## config.mk

```make
export PLATFORM = sky130hd
export DESIGN_NAME = counter_core_flat
export DESIGN_NICKNAME = d
export VERILOG_FILES = /design/src/rtl/counter_core_if.sv /design/src/rtl/counter_core.sv /design/src/flat_wrapper.sv
export SDC_FILE = /design/constraint.sdc
export NUM_CORES = 1
export LEC_CHECK = 0
export ABC_AREA = 1
export CAP_MARGIN = 20
export CORE_AREA = 2 2 39 41
export CTS_BUF_LIST = sky130_fd_sc_hd__clkbuf_2
export DETAILED_ROUTE_END_ITERATION = 16
export DIE_AREA = 0 0 41 43
export GPL_ROUTABILITY_DRIVEN = 0
export PLACE_DENSITY = 0.66
export SYNTH_ARGS = -nofsm -noshare
export SYNTH_HDL_FRONTEND = slang
export SYNTH_SLANG_ARGS = --single-unit
export TNS_END_PERCENT = 20
```

## constraint.sdc

```tcl
create_clock -name clk -period 1.54 [get_ports clk]
set_clock_uncertainty 0.1 [all_clocks]
set_input_delay 0.385 -clock clk [delete_from_list [all_inputs] [get_ports clk]]
set_output_delay 0.385 -clock clk [all_outputs]
set_load 0.01 [all_outputs]
```

## src/rtl/counter_core_if.sv

```systemverilog
// Control and status bundle for counter_core: the driver side uses master, the counter uses slave.
interface counter_core_if #(
   parameter int WIDTH = 4
);
   logic             load;
   logic [WIDTH-1:0] data_in;
   logic             enable;
   logic             up_down;
   logic [WIDTH-1:0] count;
   logic             tc_up;
   logic             tc_down;
   logic             wrap;

   modport master (output load, data_in, enable, up_down,
                   input  count, tc_up, tc_down, wrap);
   modport slave  (input  load, data_in, enable, up_down,
                   output count, tc_up, tc_down, wrap);
endinterface

```

## src/rtl/counter_core.sv

```systemverilog
// Loadable up/down modulo counter with registered terminal-count flags and wrap pulse.
// Define COUNTER_SATURATE_EN to saturate at 0 / MAX_VAL instead of wrapping.
module counter_core #(
   parameter int WIDTH   = 4,
   parameter int MAX_VAL = 2**WIDTH-1
) (
   input logic           clk,
   input logic           rst,
   counter_core_if.slave bus
);
   localparam logic [WIDTH-1:0] MAX = WIDTH'(MAX_VAL);

   logic [WIDTH-1:0] cnt_q, cnt_d;
   logic             wrap_q, wrap_d;
   logic             tcu_q, tcd_q;

   always_comb begin
      cnt_d  = cnt_q;
      wrap_d = 1'b0;
      if (bus.load) begin
         cnt_d = (bus.data_in > MAX) ? MAX : bus.data_in;
      end else if (bus.enable) begin
         if (bus.up_down) begin
            if (cnt_q >= MAX) begin
`ifdef COUNTER_SATURATE_EN
               cnt_d  = MAX;
`else
               cnt_d  = '0;
               wrap_d = 1'b1;
`endif
            end else begin
               cnt_d = cnt_q + 1'b1;
            end
         end else begin
            if (cnt_q == '0) begin
`ifdef COUNTER_SATURATE_EN
               cnt_d  = '0;
`else
               cnt_d  = MAX;
               wrap_d = 1'b1;
`endif
            end else begin
               cnt_d = cnt_q - 1'b1;
            end
         end
      end
   end

   // Flags are derived from the next count so they line up with the registered value.
   always_ff @(posedge clk) begin
      if (rst) begin
         cnt_q  <= '0;
         wrap_q <= 1'b0;
         tcu_q  <= (MAX == '0);
         tcd_q  <= 1'b1;
      end else begin
         cnt_q  <= cnt_d;
         wrap_q <= wrap_d;
         tcu_q  <= (cnt_d == MAX);
         tcd_q  <= (cnt_d == '0);
      end
   end

   assign bus.count   = cnt_q;
   assign bus.wrap    = wrap_q;
   assign bus.tc_up   = tcu_q;
   assign bus.tc_down = tcd_q;
endmodule

```

## src/flat_wrapper.sv

```systemverilog
// flat-port wrapper written by rule: the top's interface ports become plain ports
module counter_core_flat 
#(
   parameter int WIDTH   = 4,
   parameter int MAX_VAL = 2**WIDTH-1
)
  (clk, rst, bus_load, bus_data_in, bus_enable, bus_up_down, bus_count, bus_tc_up, bus_tc_down, bus_wrap);
  counter_core_if #(.WIDTH(WIDTH)) bus_i ();
  input logic clk;
  input logic rst;
  input wire logic [$bits(bus_i.load)-1:0] bus_load;
  input wire logic [$bits(bus_i.data_in)-1:0] bus_data_in;
  input wire logic [$bits(bus_i.enable)-1:0] bus_enable;
  input wire logic [$bits(bus_i.up_down)-1:0] bus_up_down;
  output wire logic [$bits(bus_i.count)-1:0] bus_count;
  output wire logic [$bits(bus_i.tc_up)-1:0] bus_tc_up;
  output wire logic [$bits(bus_i.tc_down)-1:0] bus_tc_down;
  output wire logic [$bits(bus_i.wrap)-1:0] bus_wrap;
  assign bus_i.load = bus_load;
  assign bus_i.data_in = bus_data_in;
  assign bus_i.enable = bus_enable;
  assign bus_i.up_down = bus_up_down;
  assign bus_count = bus_i.count;
  assign bus_tc_up = bus_i.tc_up;
  assign bus_tc_down = bus_i.tc_down;
  assign bus_wrap = bus_i.wrap;
  counter_core #(.WIDTH(WIDTH), .MAX_VAL(MAX_VAL)) u_core (.clk(clk), .rst(rst), .bus(bus_i));
endmodule
```

After elaboration in Yosys (flattened, before gate mapping)
Cells that the tools add are included.
{ "word_totals": {"memories": 0, "ramBits": 0, "regBits": 7, "rom_bits": 0, "latch_bits": 0, "output_inout_bits": 7, "input_bits": 9} }
{ "classes": {"n_eq_ne": 1, "muxes": 9, "n_addsub": 2, "n_bitwise": 1, "reduce_logical": 3, "n_div": 0, "shift": 0, "order_cmp": 2, "n_mul": 0} }
{ "ops": {"columns": ["op", "n"], "rows": [
  ["4-bit two-way mux", 6],
  ["4-bit zero test", 2],
  ["4-bit by 1-bit adder with 4-bit output, second input constant", 1],
  ["4-bit == test, second input constant", 1],
  ["4-bit >= comparator, second input constant", 1],
  ["4-bit > comparator, second input constant", 1],
  ["4-bit by 1-bit subtractor with 4-bit output, second input constant", 1],
  ["1-bit two-way mux", 3],
  ["3-bit OR reduction", 1],
  ["1-bit NOT", 1]
]} }

Logic depth before layout (Yosys ltp)
Gate-level depths: netlist of run 1.
{ "logic_depth": {"depth_word": 6, "mapped_depth": 12, "depth_no_buf": 12} }

Worst setup path before layout of run 1
Ideal clock, no wire load.
{ "synth_path": {"path_type": "reg2reg", "startpoint": "register u_core.cnt_q[0] (netlist: u_core.bus.count[0])", "endpoint": "register u_core.tcd_q (netlist: u_core.bus.tc_down)", "stages_incl_launch_ff": 10, "t_arrival_ns": 1.334, "required_time_ns": 1.371, "synth_period_minus_slack_ns": 1.503, "setup_slack_ns": 0.037, "cell_sequence": "dfxtp_1 -> inv_1 -> ha_1 -> nor2_1 -> nor2_1 -> nand2_1 -> nand2_1 -> o21ai_2 -> nand3_1 -> o21ai_1"} }
{ "synth_between": {"elab_chain_cells": 6, "word_cells_on_any_way": 10} }
{ "synth_lines": {"columns": ["item", "line_no", "source"], "rows": [
  ["from (decl)", "counter_core.sv:13", "logic [WIDTH-1:0] cnt_q, cnt_d;"],
  ["from (signal assigned)", "counter_core.sv:57", "cnt_q <= cnt_d;"],
  ["4-bit by 1-bit subtractor with 4-bit output (tied with other cells)", "counter_core.sv:43", "cnt_d = cnt_q - 1'b1;"],
  ["4-bit two-way mux (on tied branches)", "counter_core.sv:35, counter_core.sv:24", null],
  ["4-bit two-way mux", "counter_core.sv:23", "if (bus.up_down) begin"],
  ["4-bit two-way mux (*)", "counter_core.sv:22", "end else if (bus.enable) begin"],
  ["4-bit two-way mux (*)", "counter_core.sv:20", "if (bus.load) begin"],
  ["4-bit zero test (*)", "counter_core.sv:60", "tcd_q <= (cnt_d == '0);"],
  ["to (signal assigned)", "counter_core.sv:60", null],
  ["to (decl)", "counter_core.sv:15", "logic tcu_q, tcd_q;"]
]} }
Mark *: on every way between the ends. The rest lies on a longest branch, timed or not.
A chain may end at the register's enable or synchronous reset.

Final worst setup path of run 1
Ends and elaborated chain as after synthesis.

==> key figures, run 1 <==
Outcome
  – Outcome: finished clean

Placed design
  – Post-DP HPWL: 924 µm
  – Placed insts: 113
  – Pre-CTS setup slack: -0.240 ns
  – Dpl cell area: 698 µm²
  – Number of port buffers: 15

Setup path
  – CP delay by family, top: simple AND/OR/NAND/NOR gates
  – CP startpoint kind: flop
  – Number of cells on the critical path: 11
  – Crit-path cells: inv_2, ha_1, inv_2, nor2_2, nand2_1, nand2_1, nand3_1, nand2_1, nand2_2, nand3_2, o21ai_1
  – WP buf/inv: 2
  – R2R cell count: 11
  – Worst path slowest cell: dfxtp_4
  – Crit Path Class: flop to flop
  – Crit path DAT: 1.54 ns
  – Critical path capture point type: flop
  – CP max FO: 5
  – Most frequent CP cell: nand2_1
  – Worst stage delay on the critical path: 0.38 ns
  – Worst EP required: 1.61 ns

Final layout
  – Layout area overhead: 52.7%
  – Layout Utilization: 52.9%
  – Final Non-Filler Cells: 118
  – Post-route design area: 732 µm²
  – Most frequent cells in the layout: 18 x nand2_1, 10 x nand3_1, 9 x buf_4
  – Layout cell share with drive strength beyond 1: 29.4%
  – Commonest non-fill, non-tap cell in the layout: nand2_1
  – Antenna cells: 0
  – Nets: 114

Global routing
  – Initial antenna violation count: 0
  – Maximum number of pins on one net before global-route repair: 9
  – GRT Residual Overflow: 0
  – Number of global-route vias before repair: 465
  – Gr usage total: 15.4%
  – Global-route wire length before repair: 1.86 mm

Clock tree
  – CTS Buf Count: 3
  – CTS root buf: clkbuf_2
  – Worst-path clk slew: 0.08 ns
  – Clk buf depth: 2
  – Clk_lat worst skew: 0.23 ns
  – CTS Hold Bufs: 0
  – # clock sinks: 7
  – Htree depth: 1
  – TritonCTS clock tree: yes

Floorplan
  – Die Wd: 41 µm
  – Die Ht: 43 µm
  – I/O Pins: 16
  – Die outline area: 1760 µm²
  – Initial Util: 34.6%
  – Row cnt: 14
  – Core footprint: 1380 µm²

Route
  – Final ANT Viol Nets: 0
  – Vias per inst: 4.69
  – Vias: 554
  – DRC viols: 0
  – Post-Route WL: 1.16 mm
  – Initial DRC count: 16
  – Drt pass-1 iters: 4
  – Wirelength per Cell: 9.83 µm

STA
  – Maximum clock rate: 682 MHz
  – Min cycle time layout: 1.47 ns
  – Endpoints failing setup: 0
  – Period utilization: 95.2%
  – Final Hold Fails: 0
  – RSZ-0062 raised after global routing: yes
  – Max-slew violations: 0
  – Slew HR: 85.4%
  – Final WS setup: 0.0732 ns
  – Worst-Margin Slew: 0.219 ns

Yosys
  – Avg Inst Size Synth: 6.39 µm²
  – Netlist Area Pre-Place: 479 µm²
  – Ys Warns: 0
  – Cell variety after synth: 16
  – Syn Nets: 86
  – Post-synthesis cell count: 75
  – Synth Register Bits: 7
  – Post-synthesis sequential area ratio: 29.2%

Pwr
  – Peak VDD IR: 0.000413 V
  – Power per standard cell area: 703 nW/µm²
  – Static leakage: 0.376 nW

Hold path
  – Worst hold stages: 4
  – Worst Hold Class: primary input to flop

Run
  – Number of max-cap violations: 0
## synth_stat cells (all sizes together)
cell / count / area (µm²)
a21oi: 5 / 25.0
buf: 1 / 11.3
dfxtp: 7 / 140
ha: 2 / 25.0
inv: 12 / 45.0
nand2: 19 / 73.8
nand3: 11 / 55.1
nand4: 3 / 18.8
nor2: 11 / 58.8
o21ai: 2 / 13.8
or2: 2 / 12.5
## logic make-up (layout without fill, tap and decap cells)
| family | after synthesis | after routing | synth area share (%) |
|---|---|---|---|
| simple gates | 46 | 46 | 45.7 |
| buf+inv | 13 | 40 | 11.7 |
| compound gates | 7 | 7 | 8.09 |
| flops | 7 | 7 | 29.2 |
| fa+ha+maj | 2 | 2 | 5.22 |
## layer usage
| layer | up-vias | part of all wire (%) | wire length, µm | global-route usage (%) |
|---|---|---|---|---|
| met5 | - | 0 | 0 | 0 |
| li1 | 291 | - | - | - |
| met4 | 0 | 0 | 0 | 4.00 |
| met2 | 17 | 51 | 591 | 23.8 |
| met3 | 0 | 4.7 | 55 | 4.71 |
| met1 | 246 | 44 | 513 | 20.3 |
## report_power, final
part           internal, W  total, W  leakage (nW)  switching [W]
Clock            0.0000691  0.000137        0.0166      0.0000682
Sequential        0.000193  0.000203        0.0587     0.00000979
Combinational    0.0000838  0.000175         0.301      0.0000909
Total             0.000346  0.000515         0.376       0.000169
## cell type report
cell class                 count  area (µm²)
fill                         145         652
multi-input combinational     55         290
sequential                     7         145
inverter                      12        45.0
clock buffer                   4        20.0
timing repair buffer          24         211
tap                           16        20.0
## worst reg2reg max path, delay by kind of cell (launching register included)
kind | cells | cell delay (ns)
DFF | 1 | 0.38
AOI/OAI and AO/OA | 1 | 0.13
adders and majority gates | 1 | 0.19
and+or+nand+nor | 7 | 0.49
buffers and inverters | 2 | 0.11
## per-stage QoR
step	hold slack, ns	total power, W	TNS [ns]
5_1_grt	0.610	0.000554	-0.101
2_1_floorplan	0.357	0.000302	0
3_3_place_gp	0.655	0.000381	-0.892
3_5_place_dp	0.644	0.000382	-0.928
6_report	0.578	0.000515	0
4_1_cts	0.608	0.000512	0
## repair_timing
| item | 4_1_cts | 5_1_grt |
|---|---|---|
| resized for setup | 9 | 6 |
| setup endpoints to repair | 9 | 2 |
| pin swaps | 0 | 5 |
| hold endpoints to repair | 0 | 0 |
| setup buffers | 0 | 1 |
## flip-flops by register name (all words and copies together), names as in the netlist
register / count
u_core.bus.count: 4
u_core.bus.tc_down: 1
u_core.bus.tc_up: 1
u_core.bus.wrap: 1
## path summary, 6_finish.rpt
kind              slack [ns]                  end           startpoint
setup / recovery        0.07   u_core.bus.tc_down  u_core.bus.count[0]
hold / removal          0.58      u_core.bus.wrap          bus_up_down
setup reg to reg        0.07   u_core.bus.tc_down  u_core.bus.count[0]
hold reg to reg         0.61  u_core.bus.count[1]  u_core.bus.count[1]
(Power assumes the default switching activity.)
==> run 2: changes to the inputs <==
--- a/config.mk
+++ b/config.mk
@@ -7,12 +7,11 @@
 export LEC_CHECK = 0
 export ABC_AREA = 1
 export CAP_MARGIN = 20
-export CORE_AREA = 2 2 39 41
+export CORE_UTILIZATION = 30
 export CTS_BUF_LIST = sky130_fd_sc_hd__clkbuf_2
 export DETAILED_ROUTE_END_ITERATION = 16
-export DIE_AREA = 0 0 41 43
 export GPL_ROUTABILITY_DRIVEN = 0
-export PLACE_DENSITY = 0.66
+export PLACE_DENSITY = 0.58
 export SYNTH_ARGS = -nofsm -noshare
 export SYNTH_HDL_FRONTEND = slang
 export SYNTH_SLANG_ARGS = --single-unit
==> run 2 against run 1 <==
Net effect:
- register-to-register slack better by 0.03 ns
- via count fell by 3.4%
- final area rose by 1.5%
- fmax is 2.0% higher
- die area down 0.11%
- critical path depth rose by 1
- core utilization shrank 3.6 points
- worst setup slack improved by 0.029 ns
==> key figures, run 2 (synthesis results as in run 1) <==
Setup path
  – Crit path DAT: 1.52 ns (was 1.54 ns)
  – CP max FO: 5 (unchanged)
  – CP startpoint kind: flop (unchanged)
  – Critical path capture point type: flop (unchanged)
  – Crit Path Class: flop to flop (unchanged)
  – Worst EP required: 1.62 ns (was 1.61 ns)

Clock tree
  – Clk_lat worst skew: 0.24 ns (was 0.23 ns)
  – Htree depth: 1 (unchanged)
  – CTS Buf Count: 3 (unchanged)
  – # clock sinks: 7 (unchanged)
  – CTS Hold Bufs: 0 (unchanged)
  – TritonCTS clock tree: yes (unchanged)
  – CTS root buf: clkbuf_2 (unchanged)
  – Clk buf depth: 2 (unchanged)
  – Worst-path clk slew: 0.07 ns (was 0.08 ns)

Hold path
  – Worst Hold Class: primary input to flop (unchanged)

Global routing
  – Initial antenna violation count: 0 (unchanged)
  – Global-route wire length before repair: 1.79 mm (was 1.86 mm)
  – Maximum number of pins on one net before global-route repair: 9 (unchanged)
  – Met3 Usage GRT: 6.52% (was 4.71%)
  – GRT Residual Overflow: 0 (unchanged)
  – Gr usage total: 13.9% (was 15.4%)
  – M2 GR Usage: 20.9% (was 23.8%)
  – Number of global-route vias before repair: 442 (was 465)
  – Met1 Usage GRT: 17.0% (was 20.3%)
  – GRT Max-Usage Layer: met2 (unchanged)

Pwr
  – Switch Pwr: 0.000170 W (was 0.000169 W)
  – Combinational fraction of design power: 34.8% (was 33.9%)
  – Switching Share: 32.8% (about the same)
  – Peak VDD IR: 0.000582 V (was 0.000413 V)
  – Power per standard cell area: 698 nW/µm² (was 703 nW/µm²)
  – Internal power: 0.000349 W (was 0.000346 W)
  – Reg power frac: 38.9% (was 39.4%)
  – Static leakage: 0.382 nW (was 0.376 nW)
  – Pwr Total: 0.000519 W (was 0.000515 W)
  – Part of the power in the clock network: 26.3% (was 26.7%)

STA
  – Slew HR: 81.9% (was 85.4%)
  – Maximum clock rate: 696 MHz (was 682 MHz)
  – Period utilization: 93.3% (was 95.2%)
  – Hold_ws: 0.406 ns (was 0.578 ns)
  – Max-slew violations: 0 (unchanged)
  – Final Hold Fails: 0 (unchanged)
  – Worst-Margin Slew: 0.271 ns (was 0.219 ns)
  – Min cycle time layout: 1.44 ns (was 1.47 ns)
  – Endpoints failing setup: 0 (unchanged)

Route
  – Final ANT Viol Nets: 0 (unchanged)
  – Post-Route WL: 1.15 mm (was 1.16 mm)
  – Drt pass-1 iters: 4 (unchanged)
  – Vias per inst: 4.50 (was 4.69)
  – Initial DRC count: 12 (was 16)
  – DRC viols: 0 (unchanged)
  – Vias: 535 (was 554)
  – Wirelength per Cell: 9.67 µm (was 9.83 µm)

Floorplan
  – I/O Pins: 16 (unchanged)
  – Die Wd: 42.0 µm (was 41 µm)
  – Core footprint: 1510 µm² (was 1380 µm²)
  – Die outline area: 1760 µm² (about the same)
  – Die Ht: 42.0 µm (was 43 µm)
  – Initial Util: 31.8% (was 34.6%)
  – Row cnt: 14 (unchanged)

Final layout
  – Nets: 115 (was 114)
  – Final Non-Filler Cells: 119 (was 118)
  – Commonest non-fill, non-tap cell in the layout: nand2_1 (unchanged)
  – Number of flip-flops in the largest register: 4 (unchanged)
  – Layout area overhead: 55.1% (was 52.7%)
  – Layout Utilization: 49.3% (was 52.9%)
  – Layout cell share with drive strength beyond 1: 30.1% (was 29.4%)
  – Antenna cells: 0 (unchanged)
  – Most frequent cells in the layout: 18 x nand2_1, 11 x nand3_1, 10 x buf_4 (was 18 x nand2_1, 10 x nand3_1, 9 x buf_4)

Placed design
  – Number of port buffers: 15 (unchanged)
  – Post-DP HPWL: 879 µm (was 924 µm)
  – Placed insts: 114 (was 113)

Outcome
  – Outcome: finished clean (unchanged)

Run
  – Number of max-cap violations: 0 (unchanged)
==> run 2: changes by cell type in the layout (fill, tap and decap cells not counted), sizes merged <==
| cell | previous run | this run |
|---|---|---|
| buf | 9 | 10 |
| clkdlybuf4s50 | 7 | 6 |
| dlygate4sd2 | 7 | 8 |
==> run 2: power groups by stage <==
stage,Sequential (W),Combinational [W],Clock (W)
2_1_floorplan,0.000215,0.0000866,0
3_3_place_gp,0.000207,0.000178,0
3_5_place_dp,0.000207,0.000178,0
4_1_cts,0.000203,0.000170,0.000140
5_1_grt,0.000204,0.000201,0.000154
6_report,0.000202,0.000180,0.000137
==> run 2: path summary, 6_finish.rpt <==
check                                          from             endpoint  slack, ns  cells past startpoint
worst max register to register  u_core.bus.count[0]     u_core.bus.tc_up       0.10                     12
worst min-delay path                     bus_enable      u_core.bus.wrap       0.41                      3
worst min register to register  u_core.bus.count[1]  u_core.bus.count[1]       0.59                      4
worst max-delay path            u_core.bus.count[0]     u_core.bus.tc_up       0.10                     12
==> run 2: area by class of cell <==
class                           instances  area (µm²)
Fill cell                             169         763
Multi-Input combinational cell         55         293
Tap cell                               16        20.0
Timing Repair Buffer                   25         218
Inverter                               12        45.0
Clock buffer                            4        20.0
Sequential cell                         7         148
==> run 2: worst max-delay path: stages (launching register included) <==
cell and delay [ns]:
dfxtp_4 0.36, inv_2 0.06, ha_2 0.17, inv_2 0.05, nor2_4 0.08, nand2_1 0.08, nand2_1 0.06, nand3_1 0.06
nand2_1 0.09, nand2_2 0.07, nor2_2 0.07, nand2_1 0.06, nor2_2 0.07
==> run 2: metal layers <==
layer | share of wire, % | vias to the layer above
li1 | - | 294
met1 | 48 | 225
met2 | 46 | 12
met3 | 4.5 | 4
met4 | 1.4 | 0
met5 | 0 | -
==> run 2: what timing repair did <==
item,4_1_cts,5_1_grt
endpoints found under the setup margin,9,4
gates resized for setup,10,8
pin swaps,0,2
setup buffers,0,1
==> run 2: metrics by stage <==
step                worst slack [ns]  area (µm²)  TNS [ns]
floorplan                     0.0371         479         0
global placement              -0.251         706     -1.03
detailed placement            -0.245         706     -1.01
CTS                           0.0490         718         0
global route                 -0.0202         743   -0.0203
finish                         0.102         743         0
